<file path="src/rtl/jam_cost_table_if.sv">
// jam_cost_table_if
// Upstream cost-entry stream into the cost table.
//   in_valid : producer has a cost entry on in_data
//   in_ready : table accepts an entry this cycle
//   in_data  : cost entry (CW bits), worker-major / job-minor order
// Modports: master = entry producer, slave = cost table.
interface jam_cost_table_if #(
    parameter int CW = 7
);
    logic          in_valid;
    logic          in_ready;
    logic [CW-1:0] in_data;

    modport master (output in_valid, output in_data, input in_ready);
    modport slave  (input in_valid, input in_data, output in_ready);
endinterface

</file>
<file path="src/rtl/jam_cost_table.sv">
// jam_cost_table
// Holds an 8x8 worker/job cost matrix for a downstream assignment search.
// The matrix is streamed in row-major order.  While it loads, the search
// engine is held in reset.  After the 64th entry the table switches to
// serving random-access lookups.  A running checksum and a lower bound
// (sum of per-worker row minima) are built up during the load.
// Ports:
//   CLK, RST_N  : clock, asynchronous active-low reset
//   in_if       : entry stream (in_valid / in_ready / in_data), slave side
//   reload      : discard the table and restart loading
//   W, J        : worker / job lookup index
//   Cost        : mem[{W,J}] while serving, 0 while loading
//   jam_rst     : hold for the search engine, high while loading
//   checksum    : sum of all loaded entries
//   lower_bound : sum of the row minima
module jam_cost_table #(
    parameter int CW = 7
) (
    input  logic                CLK,
    input  logic                RST_N,
    jam_cost_table_if.slave     in_if,
    input  logic                reload,
    input  logic [2:0]          W,
    input  logic [2:0]          J,
    output logic [CW-1:0]       Cost,
    output logic                jam_rst,
    output logic [12:0]         checksum,
    output logic [9:0]          lower_bound
);

    typedef enum logic {
        LOAD  = 1'b0,
        SERVE = 1'b1
    } state_t;

    state_t        state_r;
    state_t        state_nxt_s;
    logic [5:0]    cnt_r;
    logic [12:0]   checksum_r;
    logic [9:0]    lower_bound_r;
    logic [CW-1:0] row_min_r;
    logic [CW-1:0] mem_r [64];

    logic          accept_s;
    logic          write_s;
    logic [CW-1:0] min_s;
    logic [CW-1:0] row_min_nxt_s;

    // Handshake: ready only while loading; reload cancels any accept.
    assign in_if.in_ready = (state_r == LOAD);
    assign accept_s       = in_if.in_valid & in_if.in_ready;
    assign write_s        = accept_s & ~reload;

    // jam_rst comes straight from the state flop so it cannot glitch.
    assign jam_rst     = (state_r == LOAD);
    assign checksum    = checksum_r;
    assign lower_bound = lower_bound_r;

    // Row-minimum update: the first job of a row restarts the minimum.
    always_comb begin
        min_s         = (in_if.in_data < row_min_r) ? in_if.in_data : row_min_r;
        row_min_nxt_s = row_min_r;
        if (cnt_r[2:0] == 3'd0) begin
            row_min_nxt_s = in_if.in_data;
        end else begin
            row_min_nxt_s = min_s;
        end
    end

    // Next-state decode; reload always wins over the final accept.
    always_comb begin
        state_nxt_s = state_r;
        case (state_r)
            LOAD: begin
                if (reload) begin
                    state_nxt_s = LOAD;
                end else if (accept_s && (cnt_r == 6'd63)) begin
                    state_nxt_s = SERVE;
                end else begin
                    state_nxt_s = LOAD;
                end
            end
            SERVE: begin
                if (reload) begin
                    state_nxt_s = LOAD;
                end else begin
                    state_nxt_s = SERVE;
                end
            end
            default: state_nxt_s = LOAD;
        endcase
    end

    // State register.
    always_ff @(posedge CLK or negedge RST_N) begin
        if (!RST_N) begin
            state_r <= LOAD;
        end else begin
            state_r <= state_nxt_s;
        end
    end

    // Load counter and running statistics; cleared by reload.
    always_ff @(posedge CLK or negedge RST_N) begin
        if (!RST_N) begin
            cnt_r         <= 6'd0;
            checksum_r    <= 13'd0;
            lower_bound_r <= 10'd0;
            row_min_r     <= {CW{1'b0}};
        end else if (reload) begin
            cnt_r         <= 6'd0;
            checksum_r    <= 13'd0;
            lower_bound_r <= 10'd0;
            row_min_r     <= {CW{1'b0}};
        end else if (write_s) begin
            // Counter wraps to 0 on the 64th entry.
            cnt_r      <= cnt_r + 6'd1;
            checksum_r <= checksum_r + {{(13-CW){1'b0}}, in_if.in_data};
            row_min_r  <= row_min_nxt_s;
            if (cnt_r[2:0] == 3'd7) begin
                lower_bound_r <= lower_bound_r + {{(10-CW){1'b0}}, min_s};
            end else begin
                lower_bound_r <= lower_bound_r;
            end
        end else begin
            cnt_r         <= cnt_r;
            checksum_r    <= checksum_r;
            lower_bound_r <= lower_bound_r;
            row_min_r     <= row_min_r;
        end
    end

    // Cost storage; contents are fully rewritten by every load.
    always_ff @(posedge CLK) begin
        if (write_s) begin
            mem_r[cnt_r] <= in_if.in_data;
        end else begin
            mem_r[cnt_r] <= mem_r[cnt_r];
        end
    end

    // Lookup is combinational and forced to zero while loading.
    always_comb begin
        Cost = {CW{1'b0}};
        if (state_r == SERVE) begin
            Cost = mem_r[{W, J}];
        end else begin
            Cost = {CW{1'b0}};
        end
    end

endmodule
</file>
<file path="src/flat_wrapper.sv">
// flat-port wrapper written by rule: the top's interface ports become plain ports
module jam_cost_table_flat 
#(
    parameter int CW = 7
)
  (CLK, RST_N, reload, W, J, Cost, jam_rst, checksum, lower_bound, in_if_in_valid, in_if_in_data, in_if_in_ready);
  jam_cost_table_if #(.CW(CW)) in_if_i ();
  input  logic CLK;
  input  logic RST_N;
  input  logic reload;
  input  logic [2:0] W;
  input  logic [2:0] J;
  output logic [CW-1:0] Cost;
  output logic jam_rst;
  output logic [12:0] checksum;
  output logic [9:0] lower_bound;
  input wire logic [$bits(in_if_i.in_valid)-1:0] in_if_in_valid;
  input wire logic [$bits(in_if_i.in_data)-1:0] in_if_in_data;
  output wire logic [$bits(in_if_i.in_ready)-1:0] in_if_in_ready;
  assign in_if_i.in_valid = in_if_in_valid;
  assign in_if_i.in_data = in_if_in_data;
  assign in_if_in_ready = in_if_i.in_ready;
  jam_cost_table #(.CW(CW)) u_core (.CLK(CLK), .RST_N(RST_N), .in_if(in_if_i), .reload(reload), .W(W), .J(J), .Cost(Cost), .jam_rst(jam_rst), .checksum(checksum), .lower_bound(lower_bound));
endmodule
</file>
<file path="config.mk">
export PLATFORM = sky130hd
export DESIGN_NAME = jam_cost_table_flat
export DESIGN_NICKNAME = d
export VERILOG_FILES = /design/src/rtl/jam_cost_table_if.sv /design/src/rtl/jam_cost_table.sv /design/src/flat_wrapper.sv
export SDC_FILE = /design/constraint.sdc
export NUM_CORES = 1
export LEC_CHECK = 0
export ABC_AREA = 1
export BUFFER_PORTS_ARGS = -buffer_cell sky130_fd_sc_hd__buf_4
export CAP_MARGIN = 10
export CELL_PAD_IN_SITES_DETAIL_PLACEMENT = 0
export CELL_PAD_IN_SITES_GLOBAL_PLACEMENT = 1
export CORE_ASPECT_RATIO = 1.5
export CORE_MARGIN = 2
export CORE_UTILIZATION = 30
export DETAILED_ROUTE_END_ITERATION = 6
export PLACE_DENSITY = 0.62
export SYNTH_ARGS = -nofsm -noshare
export SYNTH_HDL_FRONTEND = slang
export SYNTH_SLANG_ARGS = --single-unit
</file>
<file path="constraint.sdc">
create_clock -name CLK -period 5.6 [get_ports CLK]
set_input_delay 0.56 -clock CLK [delete_from_list [all_inputs] [get_ports CLK]]
set_output_delay 0.56 -clock CLK [all_outputs]
set_load 0.005 [all_outputs]
</file>
---- Yosys cells after proc, flatten, opt, wreduce, memory -nomap -nowiden ----
Memories as Yosys holds them, arrays and structs flattened.
Index checks and enable logic that the tools add are counted.
storage, ports and cells
  register bits after elaboration ......... 37
  RAM bits ................................ 448
  bits of input ports ..................... 17
  output and inout bits ................... 32
  logic and storage cells ................. 44
  memories kept ........................... 1
operators by class
  add/sub/neg operators ................... 3
  order comparisons ....................... 1
  equality and inequality tests ........... 3
  mux-type cells .......................... 20
  bitwise logic cells ..................... 5
  reduce and logical (&&, ||, !) cells .... 6
memory list
  memory        depth  width  rd ports  clocked after memory_dff  wr ports  RTL line              RTL
  u_core.mem_r  64     7      1         0                         1         jam_cost_table.sv:42  logic [CW-1:0] mem_r [64];
operators by type and width
  kind                                                           count
  7-bit two-way mux                                              6
  10-bit two-way mux                                             3
  13-bit two-way mux                                             2
  13-bit by 7-bit adder with 13-bit output                       1
  6-bit two-way mux                                              2
  10-bit by 7-bit adder with 10-bit output                       1
  7-bit < comparator                                             1
  6-bit by 1-bit adder with 6-bit output, second input constant  1
  6-bit == test, second input constant                           1
  1-bit two-way mux                                              6
  2-bit AND reduction                                            2
  2-bit nonzero test                                             2
  3-bit == test, second input constant                           1
  3-bit logical NOT                                              1
  1-bit AND                                                      2
  1-bit inverter                                                 2
  1-bit one-hot mux with 2 select lines                          1
  1-bit logical AND                                              1
  0-bit != test                                                  1
  1-bit OR                                                       1

---- Longest topological paths before layout ----
Gate-level depths: netlist of the first run.
  word-level depth ........................ 6
  gate-level depth with buffers ........... 17
  gate-level depth less buffers ........... 17

---- Worst setup path before layout of the first run ----
OpenSTA, ideal clock, no wires.
  path type ............................... in2reg
  start point ............................. input in_if_in_data[4]
  end point ............................... register u_core.lower_bound_r[6], in the netlist u_core.lower_bound[6]
  library setup time ...................... 0.083 ns
  arrival time ............................ 2.906 ns
  data required time ...................... 5.517 ns
  path slack .............................. 2.611 ns
  stages .................................. 16
  buffers on the path ..................... 0
  cells stage by stage .................... ha_1 a21oi_1 nor2_1 a211oi_4 nand2_1 nand2_1 nand2_1 ha_1 fa_1 nand3_1 nand2_1 nand2_1 a21oi_1 o21ai_0 nand3_1 o21ai_0
between the ends
  longest elaborated chain between the ends .. 6
ends and longest elaborated chain
  what                                          RTL line               RTL
  start, declared                               flat_wrapper.sv:18     input wire logic [$bits(in_if_i.in_data)-1:0] in_if_in_data;
  7-bit < comparator                            jam_cost_table.sv:61   min_s = (in_if.in_data < row_min_r) ? in_if.in_data : row_min_r;
  7-bit two-way mux (*)                         jam_cost_table.sv:61
  10-bit by 7-bit adder with 10-bit output (*)  jam_cost_table.sv:121  lower_bound_r <= lower_bound_r + {{(10-CW){1'b0}}, min_s};
  10-bit two-way mux (*)                        jam_cost_table.sv:120  if (cnt_r[2:0] == 3'd7) begin
  10-bit two-way mux (*)                        jam_cost_table.sv:115  end else if (write_s) begin
  10-bit two-way mux (*)                        jam_cost_table.sv:110  end else if (reload) begin
  end signal, assigned                          jam_cost_table.sv:121
  end signal, assigned                          jam_cost_table.sv:123  lower_bound_r <= lower_bound_r;
  end signal, assigned                          jam_cost_table.sv:128  lower_bound_r <= lower_bound_r;
  end, declared                                 jam_cost_table.sv:40   logic [9:0] lower_bound_r;
Mark *: on every way between the ends. The rest lies on a longest branch, timed or not. The select of a mux whose other input is x is not followed.
A chain may end at the register's enable or synchronous reset.

---- Final worst setup path of the first run ----
  start point ............................. input J[1]
  end point ............................... output Cost[4]
between the ends
  longest elaborated chain between the ends .. 2
ends and longest elaborated chain
  what               RTL line               RTL
  start, declared    flat_wrapper.sv:12     input logic [2:0] J;
  memory 64 x 7 bit  n/a
  7-bit two-way mux  jam_cost_table.sv:145  if (state_r == SERVE) begin
  end, declared      flat_wrapper.sv:13     output logic [CW-1:0] Cost;
Every way passes these cells.

==> summary.md, run 1 <==
| Metric | Value |
|---|---|
| Crit path max fanout | 81 |
| I/O pins | 49 |
| Syn avg cell area | 10.99 sq um |
| Slew @ Worst Pin | 1.141 ns |
| Sw power | 0.001785 W |
| Layout cells sized above 1 | 7.582% |
| Drt pass-1 iters | 7 |
| Number of enable flip-flop cells after synthesis | 448 |
| Crit-path most repeated cell | nand3_1 |
| Register bit total from synthesis | 485 |
| Synth Instances | 1907 |
| Power Density | 330.8 mW/mm^2 |
| Fin Setup TNS | 0 ns |
| R2R cell count | 7 |
| Residual DRC | 0 |
| Initial core utilization | 30.34% |
| Worst reg2reg path startpoint | u_core.state_r |
| Main synth FF type | edfxtp_1 |
| RSZ-0062 raised after global routing | false |
| Crit path kind | in -> out |
| Worst Hold Class | in -> reg |
| Port-buffer cells | 48 |
| Synth top cells by count | 647 x nand2_1, 448 x edfxtp_1, 416 x nand3_1 |
| Area growth, synth to finish | 12.44% |
| Setup Buffers After CTS | 0 |
| Int Power | 0.006012 W |
| Die area | 0.07206 sq mm |
| Critical path capture point type | output pin |
| Slew HR | 23.38% |
| Vias in the first global route | 14040 |
| Clk network pwr share | 41.5% |
| R2R Path End | u_core.mem_r[46][3] |
| TritonCTS clock tree | done |
| Static leakage | 8.626 nW |
| Most common cell in the netlist | nand2_1 |
| Core region area | 0.06910 sq mm |
| Initial DRC count | 1144 |
| Register area share after synthesis | 68.58% |
| Inst Count DP | 2769 |
| Routed vias/inst | 4.925 |
| Min-delay src | reload |
| Post-route antenna net violation count | 0 |
| Peak VDD IR | 0.2082 mV |
| GRT Total Usage | 16.34% |
| Routability cong. | 0.7804 |
| GRT overflow | 0 |
| Layout Cells excl Fill | 2853 |
| Synth cell types | 40 |
| Slowest Stage Delay on Critical Path | 0.69 ns |
| Max Cap Viol | 0 |
| Clock buffer count from CTS | 45 |
| Worst-path clk slew | 0.06 ns |
| Largest net degree at the start of global routing | 96 |
| Antenna violations before repair | 1 |
| Post-synth net total | 1949 |
| Num rows | 118 |
| DIE WIDTH | 219.8 microns |
| Clock Path Buffers | 3 |
| Hold buffers post-CTS | 1 |
| CP arrival | 3.69 ns |
| Slew Viols, Final | 0 |
| CP required | 5.04 ns |
| Hold EP | u_core.cnt_r[3] |
| Minimum clock period | 4.250 ns |
| Worst Setup SP | J[1] |
| Synth area leader | edfxtp_1 |
| Slowest CP cell | clkinv_2 |
| Share of power burned in registers | 51.2% |
| Vias | 14050 |
| Die Y | 327.8 microns |
| Comb power frac | 7.3% |
| Fin crit share | 75.90% |
| Root buffer cell | clkbuf_16 |
| Reg2Reg Setup Slack | 1.79 ns |
| Hold Crit Depth | 2 |
| Final Setup Violations | 0 |
| Fmax | 0.2353 GHz |
| Area fraction of the dominant cell type after synthesis | 64.17% |
| Yosys warns | 0 |
| Clock Latency Late Sink | 0.57 ns |
| Resized cells post-CTS | 0 |
| Final wirelength | 58.67 mm |
| Wire length per cell | 20.56 microns |
| Final layout net count | 1959 |
| First-pass GRT wire length | 88.80 mm |
| Async set or reset register ratio after synthesis | 7.629% |
| Worst Skew | 0.01273 ns |
| Outcome | finished, final reports clean |
| DP HPWL | 35.00 mm |
| CP cell instances | buf_4 -> clkinv_2 -> buf_12 -> nand3_1 -> nand3_1 -> nand2_1 -> nand2_1 -> nand3_1 -> nand3_1 -> a21oi_1 -> buf_4 |
| Hold Vio Cnt, Final | 0 |
| Crit start category | input port |
| Largest cells by area after synthesis | edfxtp_1 64%, nand2_1 12%, nand3_1 9.9% |
| Synth Cell Area | 0.02097 sq mm |
| Clock tree sinks | 485 |
| Sw Share | 22.89% |
| Htree depth | 2 |
[logic make-up (layout without fill, tap and decap cells)]
logic type                 Yosys count  in the layout  synth area share (%)
and+or+nand+nor                   1175           1175                 23.84
DFF                                485            485                 68.58
buffers and inverters              146            191                 3.754
AOI/OAI and AO/OA                   71             71                 2.047
adders and majority gates           25             25                 1.564
xor gates and xnor gates             5              5                0.2089
other                                0              1                     0
[cells in the final DEF (no fill, tap or decap), types with 3 or more instances in the layout]
cell	count
inv_1	34
xor2_1	3
ha_1	23
a31oi_1	4
nand2_1	647
nor2_1	85
edfxtp_1	448
nand4_1	10
bufinv_16	7
dfrtp_1	37
inv_2	6
buf_12	4
a32o_1	3
clkinv_2	8
clkbuf_1	9
nand3_1	416
nor3_1	8
clkbuf_16	47
clkinv_1	8
o21ai_0	20
a21oi_1	29
buf_4	60
[registers in the layout, indices dropped and copies added, names as in the netlist]
| signal | cells |
|---|---|
| u_core.row_min_r | 7 |
| u_core.checksum | 13 |
| u_core.state_r | 1 |
| u_core.cnt_r | 6 |
| u_core.lower_bound | 10 |
| u_core.mem_r | 448 |
[routing by layer]
metal | GRT usage (%) | vias to the layer above | share of wire (%) | routed length [microns]
li1 | - | 6678 | - | -
met1 | 20.13 | 6981 | 41 | 23970
met2 | 29.48 | 318 | 53 | 30810
met3 | 2.056 | 74 | 4.1 | 2379
met4 | 5.107 | 0 | 2.6 | 1504
met5 | 0 | - | 0 | 0
[power groups by stage]
stage	Sequential [W]	Combinational (W)	Clock, W
floorplan	0.00406	0.000355	0
global placement	0.00407	0.000575	0
detailed placement	0.00407	0.000581	0
CTS	0.00399	0.000583	0.00330
global route	0.00399	0.000637	0.00343
finish	0.00399	0.000569	0.00324
[cell type report]
class / instances / area (sq um)
Tap cell: 900 / 1126
Timing Repair Buffer: 66 / 551.8
Clock buffer: 58 / 1237
Sequential cell: 485 / 14380
Clock inverter: 24 / 296.5
Antenna cell: 1 / 2.502
Fill cell: 7002 / 45520
Multi-Input combinational cell: 1276 / 5812
Inverter: 43 / 167.7
[critical path, delay by kind of cell]
kind | cells | cell delay [ns]
buf+inv | 4 | 1.85
simple gates | 6 | 0.75
compound gates | 1 | 0.41
[worst max path at each step]
stage                             to  slack (ns)  cells after the start
2_1_floorplan  u_core.lower_bound[6]        2.61                     16
4_1_cts                      Cost[4]        1.39                     11
6_report                     Cost[4]        1.35                     11
3_3_place_gp                 Cost[4]        1.37                     11
3_5_place_dp                 Cost[4]        1.40                     11
5_1_grt                      Cost[3]        1.24                     11
[stage by stage]
step                hold WS (ns)  util [%]  total power [W]  area (sq um)  setup slack (ns)
floorplan                 0.2644         -         0.004418         20970             2.611
global placement          0.4924     31.88         0.004643         22030             1.373
detailed placement        0.4938     31.88         0.004649         22030             1.397
CTS                       0.2665     34.11         0.007875         23570             1.391
global route              0.2855     34.11         0.008056         23570             1.235
finish                    0.2885     34.12         0.007797         23570             1.350
No activity file was read; power rests on OpenSTA's default activity.
==> inputs of run 2 (changes only) <==
--- a/config.mk
+++ b/config.mk
@@ -14,7 +14,7 @@
 export CORE_MARGIN = 2
 export CORE_UTILIZATION = 30
 export DETAILED_ROUTE_END_ITERATION = 6
-export PLACE_DENSITY = 0.62
+export PLACE_DENSITY = 0.64
 export SYNTH_ARGS = -nofsm -noshare
 export SYNTH_HDL_FRONTEND = slang
 export SYNTH_SLANG_ARGS = --single-unit
==> constraint.sdc (replaced) <==
create_clock -name CLK -period 3.6 [get_ports CLK]
set_input_delay 0.36 -clock CLK [delete_from_list [all_inputs] [get_ports CLK]]
set_output_delay 0.36 -clock CLK [all_outputs]
set_load 0.005 [all_outputs]
==> summary.md, run 2 (synthesized netlist as in run 1, its figures left out) <==
| Metric | Value |
|---|---|
| Outcome | finished, final reports clean |
| # diodes | 0 (-1) |
| Biggest register | u_core.mem_r |
| Root buffer cell | clkbuf_16 |
| Routability cong. | 0.8274 (+6.0%) |
| TritonCTS clock tree | done |
| Power Density | 492.3 mW/mm^2 (+49%) |
| Sw Share | 23.26% (+0.37 points) |
| GRT overflow | 0 (unchanged) |
| Tot Pwr | 0.01179 W (+51%) |
| Static leakage | 8.908 nW (+3.3%) |
| Share of power burned in registers | 52.7% (+1.5 points) |
| DIE WIDTH | 219.8 microns (unchanged) |
| Layout cells sized above 1 | 10.19% (+2.6 points) |
| Most frequent cells in the layout | 647 x nand2_1, 448 x edfxtp_1, 416 x nand3_1, 118 x buf_4, 85 x nor2_1 |
| Hold Vio Cnt, Final | 0 (unchanged) |
| Sw power | 0.002742 W (+54%) |
| Initial core utilization | 30.34% (unchanged) |
| Fmax | 0.3307 GHz |
| Peak VDD IR | 0.3051 mV (+47%) |
| First-pass GRT wire length | 86.76 mm (-2.3%) |
| CP arrival | 3.51 ns (-0.18 ns) |
| Critical path capture point type | register |
| Area growth, synth to finish | 14.22% |
| DP Area | 0.02253 sq mm (+2.3%) |
| Post-route antenna net violation count | 0 (unchanged) |
| Core region area | 0.06910 sq mm (unchanged) |
| Final wirelength | 58.26 mm (-0.69%) |
| Antenna violations before repair | 2 (+1) |
| Max FFs per register | 448 (unchanged) |
| Num rows | 118 (unchanged) |
| Worst-path clk slew | 0.07 ns (about the same) |
| Max Cap Viol | 0 (unchanged) |
| Slew @ Worst Pin | 0.8174 ns (-0.3231 ns) |
| Slew Viols, Final | 0 (unchanged) |
| Drt pass-1 iters | 5 (-2) |
| Clock buffer count from CTS | 45 (unchanged) |
| Crit path kind | reg -> reg |
| Fin Setup TNS | 0 ns (unchanged) |
| CP required | 4.08 ns (-0.96 ns) |
| Routed vias/inst | 4.867 (-1.2%) |
| Clk network pwr share | 39.6% (-1.9 points) |
| Vias | 14170 (+0.86%) |
| Fin crit share | 84.00% |
| Design Area, Final | 0.02395 sq mm (+1.6%) |
| Slew HR | 45.51% (+22 points) |
| Htree depth | 2 (unchanged) |
| Commonest non-fill, non-tap cell in the layout | nand2_1 |
| Wire length per cell | 20.01 microns (-2.7%) |
| Minimum clock period | 3.024 ns |
| GRT Total Usage | 16.14% (-0.19 points) |
| Clock Latency Late Sink | 0.57 ns (about the same) |
| Initial DRC count | 957 (-16%) |
| Int Power | 0.009046 W (+50%) |
| DP HPWL | 36.42 mm (+4.1%) |
| Clock Path Buffers | 3 (unchanged) |
| Crit path max fanout | 7 (-91%) |
| Final layout net count | 2021 (+3.2%) |
| Clock tree sinks | 485 (unchanged) |
| Residual DRC | 0 (unchanged) |
| Port-buffer cells | 48 (unchanged) |
| RSZ-0062 raised after global routing | false |
| Crit start category | register |
| Die area | 0.07206 sq mm (unchanged) |
| Largest net degree at the start of global routing | 113 (+18%) |
| Worst Hold Class | in -> reg |
| Worst Skew | 0.01281 ns (+0.00007870 ns) |
| Final Setup Violations | 0 (unchanged) |
| Die Y | 327.8 microns (unchanged) |
| Comb power frac | 7.7% (+0.4 points) |
| Vias in the first global route | 13830 (-1.5%) |
| I/O pins | 49 (unchanged) |
## run 2: changes by cell type in the layout (fill, tap and decap cells not counted), sizes merged
cell,previous run,this run
clkinv,17,22
inv,42,41
clkbuf,58,55
bufinv,7,4
diode,1,0
buf,65,127
## run 2: critical path, stage by stage (launching register included)
cell	delay, ns
dfrtp_1	0.38
inv_1	0.05
ha_1	0.29
a21oi_1	0.16
nor2_1	0.08
a211oi_4	0.18
nand2_1	0.21
nand2_1	0.13
nand2_1	0.07
ha_1	0.22
fa_1	0.43
nand3_1	0.10
nand2_1	0.09
nand2_1	0.09
a21oi_1	0.08
o21ai_0	0.14
nand3_1	0.08
o21ai_0	0.15
## run 2: stage by stage
stage	util, %	hold slack [ns]	setup WS [ns]	instances
finish	34.66	0.08982	0.5759	2912
global placement	32.61	0.3739	0.3389	2831
detailed placement	32.61	0.3778	0.4585	2831
CTS	34.66	0.07004	0.5656	2912
global route	34.66	0.07792	0.2830	2912
floorplan	-	0.06441	0.8041	1907
## run 2: cell type report
| cell class | count | area (sq um) |
|---|---|---|
| clock buffers | 55 | 1174 |
| clock inverters | 25 | 232.7 |
| fillers | 6890 | 45150 |
| inverters | 43 | 167.7 |
| multi-input cells | 1276 | 5799 |
| flip-flops and latches | 485 | 14380 |
| well taps | 900 | 1126 |
| repair buffers | 128 | 1067 |
## run 2: metal layers
metal	part of all wire [%]	wire [microns]	global-route usage, %
met1	39	22510	18.75
met2	52	30530	29.16
met5	0.046	27	0
met3	4.5	2595	2.157
met4	4.5	2602	7.572
## run 2: power by group through the flow
stage	Clock (W)	Combinational [W]	Sequential (W)
after global placement	0	0.000913	0.00633
after floorplan	0	0.000553	0.00632
after global routing	0.00497	0.00101	0.00621
final	0.00467	0.000908	0.00621
after CTS	0.00479	0.000924	0.00621
after detailed placement	0	0.000921	0.00633
## run 2: repair_timing
action,in CTS,in global routing
buffers inserted,0,0
setup endpoints to repair,0,0
hold buffers,1,0
endpoints found under the hold margin,37,0
resized for setup,0,0
## run 2: path summary, 6_finish.rpt
kind | from | end | slack, ns | cells past startpoint
min in group asynchronous | RST_N | u_core.lower_bound[8] | 0.32 | 2
max in group asynchronous | RST_N | u_core.state_r | 2.93 | 2
max reg2reg | u_core.row_min_r[4] | u_core.lower_bound[6] | 0.58 | 17
max | u_core.row_min_r[4] | u_core.lower_bound[6] | 0.58 | 17
min | reload | u_core.cnt_r[3] | 0.09 | 2
min reg2reg | u_core.row_min_r[2] | u_core.row_min_r[2] | 0.53 | 2
==> inputs of run 3 (changes only) <==
==> constraint.sdc (replaced) <==
create_clock -name CLK -period 2.55 [get_ports CLK]
set_input_delay 0.255 -clock CLK [delete_from_list [all_inputs] [get_ports CLK]]
set_output_delay 0.255 -clock CLK [all_outputs]
set_load 0.005 [all_outputs]
==> summary.md, run 3 (synthesized netlist as in run 1, its figures left out) <==
| Metric | Value |
|---|---|
| Fin crit share | 103.3% (+19 points) |
| Residual DRC | 0 (unchanged) |
| Commonest non-fill, non-tap cell in the layout | nand2_1 |
| Fmax | 0.3795 GHz (+15%) |
| Slew HR | 47.52% (+2.0 points) |
| Clock Path Buffers | 3 (unchanged) |
| # diodes | 0 (unchanged) |
| First-pass GRT wire length | 87.81 mm (+1.2%) |
| Power Density | 679.3 mW/mm^2 (+38%) |
| Antenna violations before repair | 3 (+1) |
| Worst-path clk slew | 0.07 ns (about the same) |
| Crit path kind | reg -> reg |
| Initial core utilization | 30.34% (unchanged) |
| Peak VDD IR | 0.4135 mV (+36%) |
| Die Y | 327.8 microns (unchanged) |
| Biggest register | u_core.mem_r |
| GRT overflow | 0 (unchanged) |
| Worst Slack Setup Final | -0.08484 ns (-0.6607 ns) |
| Largest net degree at the start of global routing | 68 (-40%) |
| Routability cong. | 0.8651 (+4.6%) |
| Final Setup Violations | 4 (+4) |
| Hold Crit Depth | 2 (unchanged) |
| Num rows | 118 (unchanged) |
| Vias | 14370 (+1.4%) |
| Most frequent cells in the layout | 633 x nand2_1, 448 x edfxtp_1, 414 x nand3_1, 191 x buf_4, 84 x nor2_1 |
| Hold Vio Cnt, Final | 0 (unchanged) |
| Clock buffer count from CTS | 46 (+2.2%) |
| I/O pins | 49 (unchanged) |
| R2R cell count | 18 (+1) |
| CP arrival | 3.10 ns (-0.41 ns) |
| Port-buffer cells | 48 (unchanged) |
| Wire length per cell | 19.25 microns (-3.8%) |
| Critical path capture point type | register |
| Routed vias/inst | 4.790 (-1.6%) |
| GRT Total Usage | 16.16% (about the same) |
| Crit start category | register |
| TritonCTS clock tree | done |
| Slew @ Worst Pin | 0.7872 ns (-0.03019 ns) |
| Initial DRC count | 918 (-4.1%) |
| Slew Viols, Final | 0 (unchanged) |
| Max Cap Viol | 0 (unchanged) |
| Outcome | complete, but fails checks |
| Layout Cells excl Fill | 3000 (+3.0%) |
| Die area | 0.07206 sq mm (unchanged) |
| CP required | 3.02 ns (-1.06 ns) |
| Area growth, synth to finish | 18.68% |
| RSZ-0062 raised after global routing | true |
| Max FFs per register | 448 (unchanged) |
| DIE WIDTH | 219.8 microns (unchanged) |
| Drt pass-1 iters | 5 (unchanged) |
| Inst Count DP | 2909 (+2.8%) |
| Root buffer cell | clkbuf_16 |
| Worst Skew | 0.02418 ns (+0.01137 ns) |
| Violated checks | negative setup slack |
| Final layout net count | 2105 (+4.2%) |
| Worst Hold Class | in -> reg |
| Post-route antenna net violation count | 0 (unchanged) |
| Minimum clock period | 2.635 ns (-0.3893 ns) |
| Clock Latency Late Sink | 0.58 ns (about the same) |
| Crit path max fanout | 5 (-2) |
| Layout cells sized above 1 | 15.43% (+5.2 points) |
| Vias in the first global route | 14360 (+3.8%) |
| Tot Pwr | 0.01690 W (+43%) |
| Clock tree sinks | 485 (unchanged) |
| DP HPWL | 38.21 mm (+4.9%) |
| Core region area | 0.06910 sq mm (unchanged) |
| Htree depth | 2 (unchanged) |
| Static leakage | 9.371 nW (+5.2%) |
| Final wirelength | 57.75 mm (-0.88%) |
==> run 3: timing repair <==
action,4_1_cts,5_1_grt
buffers inserted,4,0
setup endpoints to repair,9,8
endpoints found under the hold margin,40,0
hold buffers,2,0
gates resized for setup,31,8
pin swaps,16,12
==> run 3: metal layers <==
layer  global-route usage (%)  share of wire [%]  vias up
met2                    30.75                 54      345
met5                        0              0.068        -
met3                    2.380                4.6       86
li1                         -                  -     6974
met1                    18.24                 38     6960
met4                    5.150                2.7        6
==> run 3: critical path, stage by stage (launching register included) <==
cell and delay (ns):
dfrtp_1 0.40, inv_2 0.07, ha_4 0.19, a21oi_2 0.13
nor2_2 0.06, a211oi_4 0.21, nand2_2 0.14, buf_4 0.17
nand2_2 0.07, nand2_2 0.06, ha_4 0.29, buf_4 0.10
nand3_2 0.06, nand2_2 0.09, nand2_2 0.07, a21oi_2 0.18
o21ai_1 0.09, nand3_1 0.07, o21ai_1 0.07
==> run 3: area by class of cell <==
cell class	instances	area (sq um)
Fill cell	6865	44210
Clock inverter	30	229.0
Sequential cell	485	14380
Clock buffer	55	1206
Multi-Input combinational cell	1276	5995
Tap cell	900	1126
Inverter	43	167.7
Timing Repair Buffer	211	1779
==> run 3: report_power, final <==
group          total [W]  leakage [nW]  internal [W]  switching (W)
Clock            0.00665         0.697       0.00369        0.00296
Combinational    0.00149          4.14      0.000515       0.000976
Sequential       0.00876          4.53       0.00873      0.0000368
==> run 3: final timing paths <==
path,endpoint,slack [ns],startpoint
max,u_core.lower_bound[6],-0.08,u_core.row_min_r[4]
min,u_core.mem_r[21][0],0.14,in_if_in_data[0]
max reg2reg,u_core.lower_bound[6],-0.08,u_core.row_min_r[4]
min reg2reg,u_core.checksum[6],0.54,u_core.checksum[6]
max in group asynchronous,u_core.lower_bound[2],1.95,RST_N
min in group asynchronous,u_core.checksum[12],0.20,RST_N
==> run 3: per-stage QoR <==
stage               setup slack [ns]  TNS [ns]  util [%]  area [sq um]  hold WS [ns]
floorplan                   -0.07834  -0.08465         -         20990      -0.04059
global placement             -0.2415    -1.305     33.59         23210        0.2719
detailed placement           -0.2752    -1.434     33.59         23210        0.2785
CTS                          -0.1133   -0.3263     35.95         24840        0.1161
global route                 -0.2289    -1.048     36.01         24880        0.1322
finish                      -0.08484   -0.1802     36.01         24880        0.1410
